$ cat src/rtl/imem_port_arbiter.sv
// Arbitrates the single-port synchronous instruction memory between the fetch port and the
// debug/loader port, and routes the one-cycle-latency read data back to whichever port issued the read.
module imem_port_arbiter #(
    parameter int AW        = 32,
    parameter int DW        = 32,
    parameter int DBG_BURST = 4
) (
    input  logic          clk,
    input  logic          rst,
    input  logic          f_req_i,
    input  logic [AW-1:0] f_addr_i,
    output logic          f_gnt_o,
    output logic [DW-1:0] f_rdata_o,
    output logic          f_rvalid_o,
    input  logic          d_req_i,
    input  logic          d_we_i,
    input  logic [AW-1:0] d_addr_i,
    input  logic [DW-1:0] d_wdata_i,
    output logic          d_gnt_o,
    output logic [DW-1:0] d_rdata_o,
    output logic          d_rvalid_o,
    output logic          mem_ce_o,
    output logic          mem_we_o,
    output logic [AW-1:0] mem_addr_o,
    output logic [DW-1:0] mem_wdata_o,
    input  logic [DW-1:0] mem_rdata_i,
    output logic          fetch_stall_o
);

    typedef enum logic [1:0] {
        OWN_NONE,
        OWN_FETCH,
        OWN_DEBUG
    } owner_e;

    localparam logic [3:0] BURST_MAX = 4'(DBG_BURST);

    owner_e     owner_q, owner_d;
    logic [3:0] burst_q, burst_d;
    logic       f_rvalid_q, d_rvalid_q;
    logic       f_gnt, d_gnt;

    // Debug wins contention until it has used up its burst allowance.
    always_comb begin
        f_gnt = 1'b0;
        d_gnt = 1'b0;
        if (rst) begin
            if (f_req_i && d_req_i) begin
                if (burst_q == BURST_MAX) begin
                    f_gnt = 1'b1;
                end else begin
                    d_gnt = 1'b1;
                end
            end else begin
                f_gnt = f_req_i;
                d_gnt = d_req_i;
            end
        end
    end

    always_comb begin
        mem_ce_o    = f_gnt | d_gnt;
        mem_we_o    = d_gnt & d_we_i;
        mem_addr_o  = '0;
        mem_wdata_o = '0;
        if (f_gnt) begin
            mem_addr_o = f_addr_i;
        end else if (d_gnt) begin
            mem_addr_o  = d_addr_i;
            mem_wdata_o = d_wdata_i;
        end
        f_gnt_o       = f_gnt;
        d_gnt_o       = d_gnt;
        fetch_stall_o = rst & f_req_i & ~f_gnt;
    end

    always_comb begin
        burst_d = burst_q;
        if (f_gnt || !f_req_i) begin
            burst_d = 4'd0;
        end else if (d_gnt && (burst_q < BURST_MAX)) begin
            burst_d = burst_q + 4'd1;
        end

        owner_d = OWN_NONE;
        if (f_gnt) begin
            owner_d = OWN_FETCH;
        end else if (d_gnt && !d_we_i) begin
            owner_d = OWN_DEBUG;
        end
    end

    always_ff @(posedge clk or negedge rst) begin
        if (!rst) begin
            owner_q    <= OWN_NONE;
            burst_q    <= 4'd0;
            f_rvalid_q <= 1'b0;
            d_rvalid_q <= 1'b0;
        end else begin
            owner_q    <= owner_d;
            burst_q    <= burst_d;
            f_rvalid_q <= (owner_d == OWN_FETCH);
            d_rvalid_q <= (owner_d == OWN_DEBUG);
        end
    end

    // Memory data arrives in the owner cycle; steer it, zero elsewhere.
    always_comb begin
        f_rvalid_o = f_rvalid_q;
        d_rvalid_o = d_rvalid_q;
        f_rdata_o  = f_rvalid_q ? mem_rdata_i : '0;
        d_rdata_o  = d_rvalid_q ? mem_rdata_i : '0;
    end

endmodule

$ cat config.mk
export PLATFORM = sky130hd
export DESIGN_NAME = imem_port_arbiter
export DESIGN_NICKNAME = d
export VERILOG_FILES = /design/src/rtl/imem_port_arbiter.sv
export SDC_FILE = /design/constraint.sdc
export NUM_CORES = 1
export LEC_CHECK = 0
export ABC_AREA = 1
export BUFFER_PORTS_ARGS = -buffer_cell sky130_fd_sc_hd__buf_2
export CORE_AREA = 2 2 104 106
export CTS_BUF_LIST = sky130_fd_sc_hd__clkbuf_2
export CTS_CLUSTER_SIZE = 25
export DETAILED_ROUTE_END_ITERATION = 10
export DIE_AREA = 0 0 106 108
export GPL_ROUTABILITY_DRIVEN = 0
export GPL_TIMING_DRIVEN = 0
export PLACE_DENSITY_LB_ADDON = 0.15
export SYNTH_ARGS = -nofsm -noshare
export SYNTH_HDL_FRONTEND = slang
export SYNTH_SLANG_ARGS = --single-unit
$ cat constraint.sdc
create_clock -name clk -period 4.17 [get_ports clk]
set_input_delay 0.834 -clock clk [delete_from_list [all_inputs] [get_ports clk]]
set_output_delay 0.834 -clock clk [all_outputs]
set_load 0.01 [all_outputs]
After elaboration in Yosys (flattened, before gate mapping)
Index checks and enable logic that the tools add are counted.
W data, S select, Z words.

word-level totals
  register bits = 6
  input bits = 133
  output and inout bits = 135
  logic and storage cells = 36

cells by class
  multiplexer cells = 16
  order comparisons = 1
  equal/unequal tests = 3
  bitwise logic cells = 5
  reductions and logical operators = 7
  add/sub/neg operators = 1

operators with widths
  cell                   count
  $mux W32               6
  $mux W4                2
  $mux W1                6
  $add A4 B1 Y4 const B  1
  $eq A4 B3 Y1 const B   1
  $lt A4 B3 Y1 const B   1
  $mux W2                2
  $and A1 B1 Y1          3
  $logic_and A1 B1 Y1    3
  $eq A2 B1 Y1 const B   1
  $eq A2 B2 Y1 const B   1
  $logic_not A1 Y1       2
  $reduce_bool A2 Y1     1
  $logic_or A1 B1 Y1     1
  $not A1 Y1             1
  $or A1 B1 Y1           1

Logic depth before layout (Yosys ltp)
Gate-level depths: netlist (run 1).

  word-level depth = 8
  gate-level depth with buffers = 9

Worst setup path after synthesis (run 1)
No wires, ideal clock.

  path kind = input port to output port
  start = input port rst
  end = output port mem_addr_o[22]
  cell stages on the path = 7
  setup slack = 1.881 ns
  path buffers = 1
  arrival = 1.455 ns
  data required time = 3.336 ns
  cell sequence = nand2_1 > inv_2 > nand2_4 > inv_2 > buf_6 > nand2_1 > nand2_1

on the way
  word-level cells in the longest chain between the ends = 3
  elaborated cells on any way between the ends = 4
  classes of those cells = mux (4)

RTL lines
  element            RTL line  RTL
  from (decl)        9         input logic rst,
  $mux W1            47        if (rst) begin
  named net d_gnt_o  19        output logic d_gnt_o,
  $mux W32           68        end else if (d_gnt) begin
  $mux W32           66        if (f_gnt) begin
  to (decl)          24        output logic [AW-1:0] mem_addr_o,

The timed path passes the listed nets, and every way through them passes these cells.

Worst setup path in the final report (run 1)
  start = input port rst
  end = output port mem_addr_o[17]

on the way
  word-level cells in the longest chain between the ends = 3
  elaborated cells on any way between the ends = 4
  classes of those cells = mux (4)

RTL lines
  element     RTL line
  $mux W1     47
  $mux W32    68
  $mux W32 *  66

Mark *: on every way between the ends. The rest lies on a longest branch, timed or not.

==> results by group, run 1 <==
Cells and area
  – Commonest non-fill, non-tap cell in the layout: buf_2
  – Most frequent cells in the layout: 270 x buf_2, 160 x nand2_1, 107 x inv_1, 38 x nor2_1, 11 x nand2_2
  – Post-layout nets: 758
  – Share of layout cells above drive strength 1: 47.5%
  – Fill count: 1209
  – Final core utilization: 30.4%
  – Area growth syn-to-layout: 95.8%
  – Final instance count without filler cells: 757
  – N_diodes: 0

STA
  – Final Cycle Share: 66.1%
  – Final Slew Violations: 0
  – Setup TNS: 0 ps
  – Normalized max-slew margin: 70.9%
  – Final setup violation count: 0
  – Final hold viol count: 0
  – Min cycle time layout: 2760 ps
  – Least-Margin Pin Slew: 437 ps
  – RSZ-0062 raised after global routing: false
  – FMAX: 363 MHz
  – Worst Clk Skew: 10.9 ps

Clock network
  – CTS tree: done
  – PostCTS Resize Cnt: 0
  – Hold buffers post-CTS: 0
  – CTS H-Tree Depth: 1
  – Clk Latency, worst-skew pair: 220 ps
  – Clock Pin Slew Worst Setup and Hold Paths: 80 ps
  – Bufs on Longest Clock Path: 2
  – Clk root buf: clkbuf_2
  – Clk sinks: 6
  – # Post-CTS Setup Buffers: 0
  – Clock buffer count from CTS: 3

Placement
  – Placed Cells: 754
  – Post-detail-place hpwl: 6310 µm
  – IO Port Bufs: 267

Floorplanning
  – Initial Util: 15.5%
  – Core ar.: 10200 µm²
  – Vert. Die Dim: 108 µm
  – Placement Rows: 37
  – I/O Pins: 268
  – Die footprint: 11400 µm²
  – Die width: 106 µm

Synth
  – Sequential-to-total area share from yosys stat: 9.46%
  – Yosys reg bits: 6
  – Synthesis Warnings: 0
  – Post-synth cell types: 17
  – Syn Std Cell Area: 1590 µm²
  – Cell count after synthesis: 351
  – Mean post-synth cell area: 4.52 µm²
  – Syn Nets: 486

Global routing
  – Grt ovf: 0
  – Vias in the first global route: 2506
  – GRT Total Usage: 11.0%
  – Initial antenna violation count: 0
  – Largest net degree at the start of global routing: 12
  – First-pass GRT wire length: 10600 µm

Drt
  – Drt total wl: 7090 µm
  – Drt first-iter violations: 106
  – Router iterations before antenna repair: 4
  – WL/cell: 9.36 µm
  – Via count: 2753
  – Residual DRC: 0
  – Detail Route Antenna Nets: 0
  – Via/cell ratio: 3.64

Worst setup path
  – Setup Crit Path Kind: input port to output port
  – Critical Path Start Type: input port
  – Crit path capture type: output port
  – Crit path max fanout: 10
  – Crit Reg-Reg Endpoint: d_rvalid_o
  – Data arrival, critical path: 1920 ps
  – Worst endpoint required time: 3340 ps
  – R2R Setup Slk: 2790 ps
  – Worst r2r src: burst_q[0]
  – Worst r2r path cells: 6

Power
  – Pwr/cell area: 107 nW/µm²
  – Peak VDD IR: 30.3 µV
  – LEAKAGE: 0.00269 µW

Outcome
  – Outcome: completed

Hold path
  – Worst Hold Class: input port to async pin

Flow run
  – Number of max-cap violations: 0
==> metrics by stage <==
stage	total power, µW	area [µm²]	hold WS (ps)	setup WS [ps]
4_1_cts	342	3110	439	1360
3_3_place_gp	292	3090	483	1390
5_1_grt	371	3110	433	1230
2_1_floorplan	164	1590	458	1880
6_report	333	3110	451	1410
3_5_place_dp	294	3090	493	1370
==> registers in the layout (all words and copies together), names as in the netlist <==
| signal | cells |
|---|---|
| f_rvalid_o | 1 |
| burst_q | 4 |
| d_rvalid_o | 1 |
==> synthesized netlist by cell type <==
cell	number	share of area, %
buf_2	3	0.95
inv_4	1	0.39
nand4_4	1	1.3
nand2_2	11	4.3
a21oi_1	2	0.63
nor2_1	38	9.0
ha_1	2	1.6
buf_12	1	1.3
inv_2	2	0.47
buf_6	5	3.5
inv_1	107	25
dfrtp_1	6	9.5
nand2_1	160	38
nand2_4	1	0.71
nand4_1	3	1.2
clkbuf_1	6	1.4
nand3_1	2	0.63
==> routing by layer <==
metal | track usage, % | part of all wire [%]
met3 | 2.65 | 11
met4 | 2.82 | 0.56
met2 | 22.1 | 51
met5 | 0 | 0
met1 | 11.4 | 37
==> cell type report <==
| type | count | area, µm² | area share (%) |
|---|---|---|---|
| buffer | 15 | 114 | 3.66 |
| sequential | 6 | 150 | 4.83 |
| multi-input combinational | 220 | 908 | 29.2 |
| clock buffer | 3 | 15.0 | 0.483 |
| tap | 136 | 170 | 5.47 |
| timing repair buffer | 267 | 1340 | 43.0 |
| inverter | 110 | 415 | 13.4 |
==> cell families (layout without fill, tap and decap cells) <==
| group | count (synthesis) | after routing | synth area share (%) |
|---|---|---|---|
| AOI/OAI and AO/OA | 2 | 2 | 0.630 |
| buffers and inverters | 125 | 395 | 33.3 |
| adders and majority gates | 2 | 2 | 1.58 |
| and+or+nand+nor | 216 | 216 | 55.0 |
| DFF | 6 | 6 | 9.46 |
==> critical path: stages <==
cell and delay, ps:
buf_2 220, nand2_1 120, inv_2 120, nand2_4 90, inv_2 140, buf_6 150, nand2_1 50, nand2_1 60
buf_2 120
==> worst max path at each step <==
stage,start,endpoint
finish,rst,mem_addr_o[17]
global route,rst,mem_addr_o[16]
CTS,rst,mem_addr_o[5]
detailed placement,rst,mem_addr_o[5]
global placement,rst,mem_addr_o[5]
floorplan,rst,mem_addr_o[22]
==> power breakdown <==
group | switching [µW] | internal (µW) | total [µW] | leakage (µW)
clock network | 23.3 | 19.6 | 42.9 | 0.0000125
logic | 120 | 107 | 227 | 0.00260
registers | 2.58 | 60.0 | 62.6 | 0.0000819
(Power assumes the default switching activity.)
==> inputs of run 2 (changes only) <==
- clock period: 4.17 -> 2.29 ns (I/O delays scaled with it)
==> results by group, run 2 (synthesized netlist as in run 1, its figures left out) <==
Clock network
  – Clk root buf: clkbuf_2
  – CTS H-Tree Depth: 1 (unchanged)
  – Clk Latency, worst-skew pair: 220 ps (about the same)
  – CTS tree: done
  – Bufs on Longest Clock Path: 2 (unchanged)
  – Clk sinks: 6 (unchanged)
  – Hold buffers post-CTS: 0 (unchanged)
  – Clock buffer count from CTS: 3 (unchanged)
  – Clock Pin Slew Worst Setup and Hold Paths: 80 ps (about the same)

Global routing
  – Grt ovf: 0 (unchanged)
  – GRT Total Usage: 11.0% (unchanged)
  – Largest net degree at the start of global routing: 12 (unchanged)
  – First-pass GRT wire length: 10600 µm (unchanged)
  – Initial antenna violation count: 0 (unchanged)
  – Vias in the first global route: 2506 (unchanged)

STA
  – Worst Clk Skew: 11.0 ps (+0.170 ps)
  – Least-Margin Pin Slew: 437 ps (unchanged)
  – Final Cycle Share: 91.2%
  – Final Slew Violations: 0 (unchanged)
  – Final setup violation count: 0 (unchanged)
  – Min cycle time layout: 2090 ps
  – RSZ-0062 raised after global routing: false
  – Worst setup margin: 202 ps (-1210 ps)
  – Setup TNS: 0 ps (unchanged)
  – FMAX: 479 MHz
  – Final hold viol count: 0 (unchanged)
  – Normalized max-slew margin: 70.9% (unchanged)

Worst setup path
  – Setup Crit Path Kind: flip-flop to output port
  – Crit path largest cell delay: 410 ps (+190 ps)
  – Crit path max fanout: 10 (unchanged)
  – Worst endpoint required time: 1830 ps (-1510 ps)
  – CP top delay family: buffers and inverters
  – Data arrival, critical path: 1630 ps (-290 ps)
  – Critical Path Start Type: flip-flop
  – Worst path slowest cell: dfrtp_1
  – CP bufs+invs: 4 (-1)
  – Crit path capture type: output port
  – Cell Chain, Critical Path: inv_2, ha_4, nand4_4, nand2_4, inv_2, buf_6, nand2_1, nand2_1, buf_2

Cells and area
  – Register Area: 150 µm² (unchanged)
  – Share of layout cells above drive strength 1: 48.1% (+0.57 points)
  – Multi-input logic area: 921 µm² (+1.4%)
  – Commonest non-fill, non-tap cell in the layout: buf_2
  – Fill count: 1209 (unchanged)
  – Most frequent cells in the layout: 270 x buf_2, 160 x nand2_1, 105 x inv_1, 38 x nor2_1, 11 x nand2_2
  – Reg with most FFs: burst_q
  – Area growth syn-to-layout: 97.1%
  – Post-layout nets: 759 (+0.13%)
  – N_diodes: 0 (unchanged)
  – Max FFs per register: 4 (unchanged)

Drt
  – Via count: 2762 (+0.33%)
  – Router iterations before antenna repair: 4 (unchanged)
  – Metal3 WL: 779 µm (-0.64%)
  – Met2 WL: 3650 µm (+0.33%)
  – Residual DRC: 0 (unchanged)
  – Via/cell ratio: 3.64 (+0.19%)
  – Drt first-iter violations: 104 (-1.9%)
  – Drt total wl: 7110 µm (+0.30%)
  – WL/cell: 9.38 µm (+0.16%)
  – Detail Route Antenna Nets: 0 (unchanged)
  – Met1 wire length: 2640 µm (+0.57%)
  – Uppermost layer routed: met4

Floorplanning
  – Vert. Die Dim: 108 µm (unchanged)
  – Initial Util: 15.5% (unchanged)
  – Die width: 106 µm (unchanged)
  – Core ar.: 10200 µm² (unchanged)
  – Die footprint: 11400 µm² (unchanged)
  – Placement Rows: 37 (unchanged)
  – I/O Pins: 268 (unchanged)

Power
  – Peak VDD IR: 55.1 µV (+82%)
  – Sw Ratio: 43.7% (-0.13 points)
  – Comb power frac: 68.6% (+0.3 points)
  – Pwr/cell area: 195 nW/µm² (+82%)
  – Sequential share of power: 18.7% (about the same)
  – Clock Power Share: 12.7% (-0.2 points)
  – P_sw: 267 µW (+83%)
  – Internal: 344 µW (+84%)
  – LEAKAGE: 0.00270 µW (+0.24%)

Flow run
  – Number of max-cap violations: 0 (unchanged)

Hold path
  – Worst Hold Class: input port to async pin

Placement
  – Post-detail-place hpwl: 6310 µm (unchanged)
  – IO Port Bufs: 267 (unchanged)
  – Pre-CTS setup slack: 242 ps (-1130 ps)

Outcome
  – Outcome: completed
-- run 2: changes by cell type in the layout (fill, tap and decap cells not counted) --
cell and change:
inv_1 -2, inv_2 +2, buf_4 +1, ha_1 -1
ha_4 +1
-- run 2: layer usage --
metal	track usage [%]	up-vias
met5	0	-
met4	2.82	0
met3	2.65	2
met2	22.1	158
met1	11.4	1113
li1	-	1489
-- run 2: layout make-up --
class / count / share of cell area, %
buffer: 15 / 3.64
tap: 136 / 5.44
sequential: 6 / 4.80
timing repair buffer: 268 / 42.9
clock buffer: 3 / 0.480
inverter: 110 / 13.3
multi-input combinational: 220 / 29.4
-- run 2: metrics by stage --
step	power, µW	area, µm²	cells	util (%)	hold WS (ps)
floorplan	299	1590	351	-	162
global placement	532	3090	754	30.2	329
detailed placement	536	3090	754	30.2	330
CTS	624	3110	757	30.4	63.2
global route	681	3130	758	30.6	57.5
finish	611	3130	758	30.6	75.9
-- run 2: final timing paths --
check	from	end	cells after the start	slack, ps
max reg2reg	burst_q[0]	d_rvalid_o	6	980
max	burst_q[0]	mem_addr_o[17]	9	200
min	rst	d_rvalid_o	1	80
max in group asynchronous	rst	burst_q[2]	1	2010
min in group clk	d_we_i	d_rvalid_o	2	390
min reg2reg	burst_q[3]	burst_q[3]	2	510
-- run 2: power groups by stage --
stage,clock [µW],combinational (µW),sequential [µW]
finish,77.7,419,114
global route,94.1,472,115
CTS,88.2,421,114
detailed placement,0,419,116
global placement,0,416,116
floorplan,0,185,115
-- run 2: worst reg2reg max path: cells and delay by family, from the launching register on --
kind	cells	cell delay [ps]
and+or+nand+nor	3	330
buffers and inverters	2	310
adders and majority gates	1	150
DFF	1	410
-- run 2: repair_timing --
| action | 4_1_cts | 5_1_grt |
|---|---|---|
| endpoints found under the setup margin | 0 | 29 |
| setup buffers | 0 | 1 |
| resized for setup | 0 | 4 |
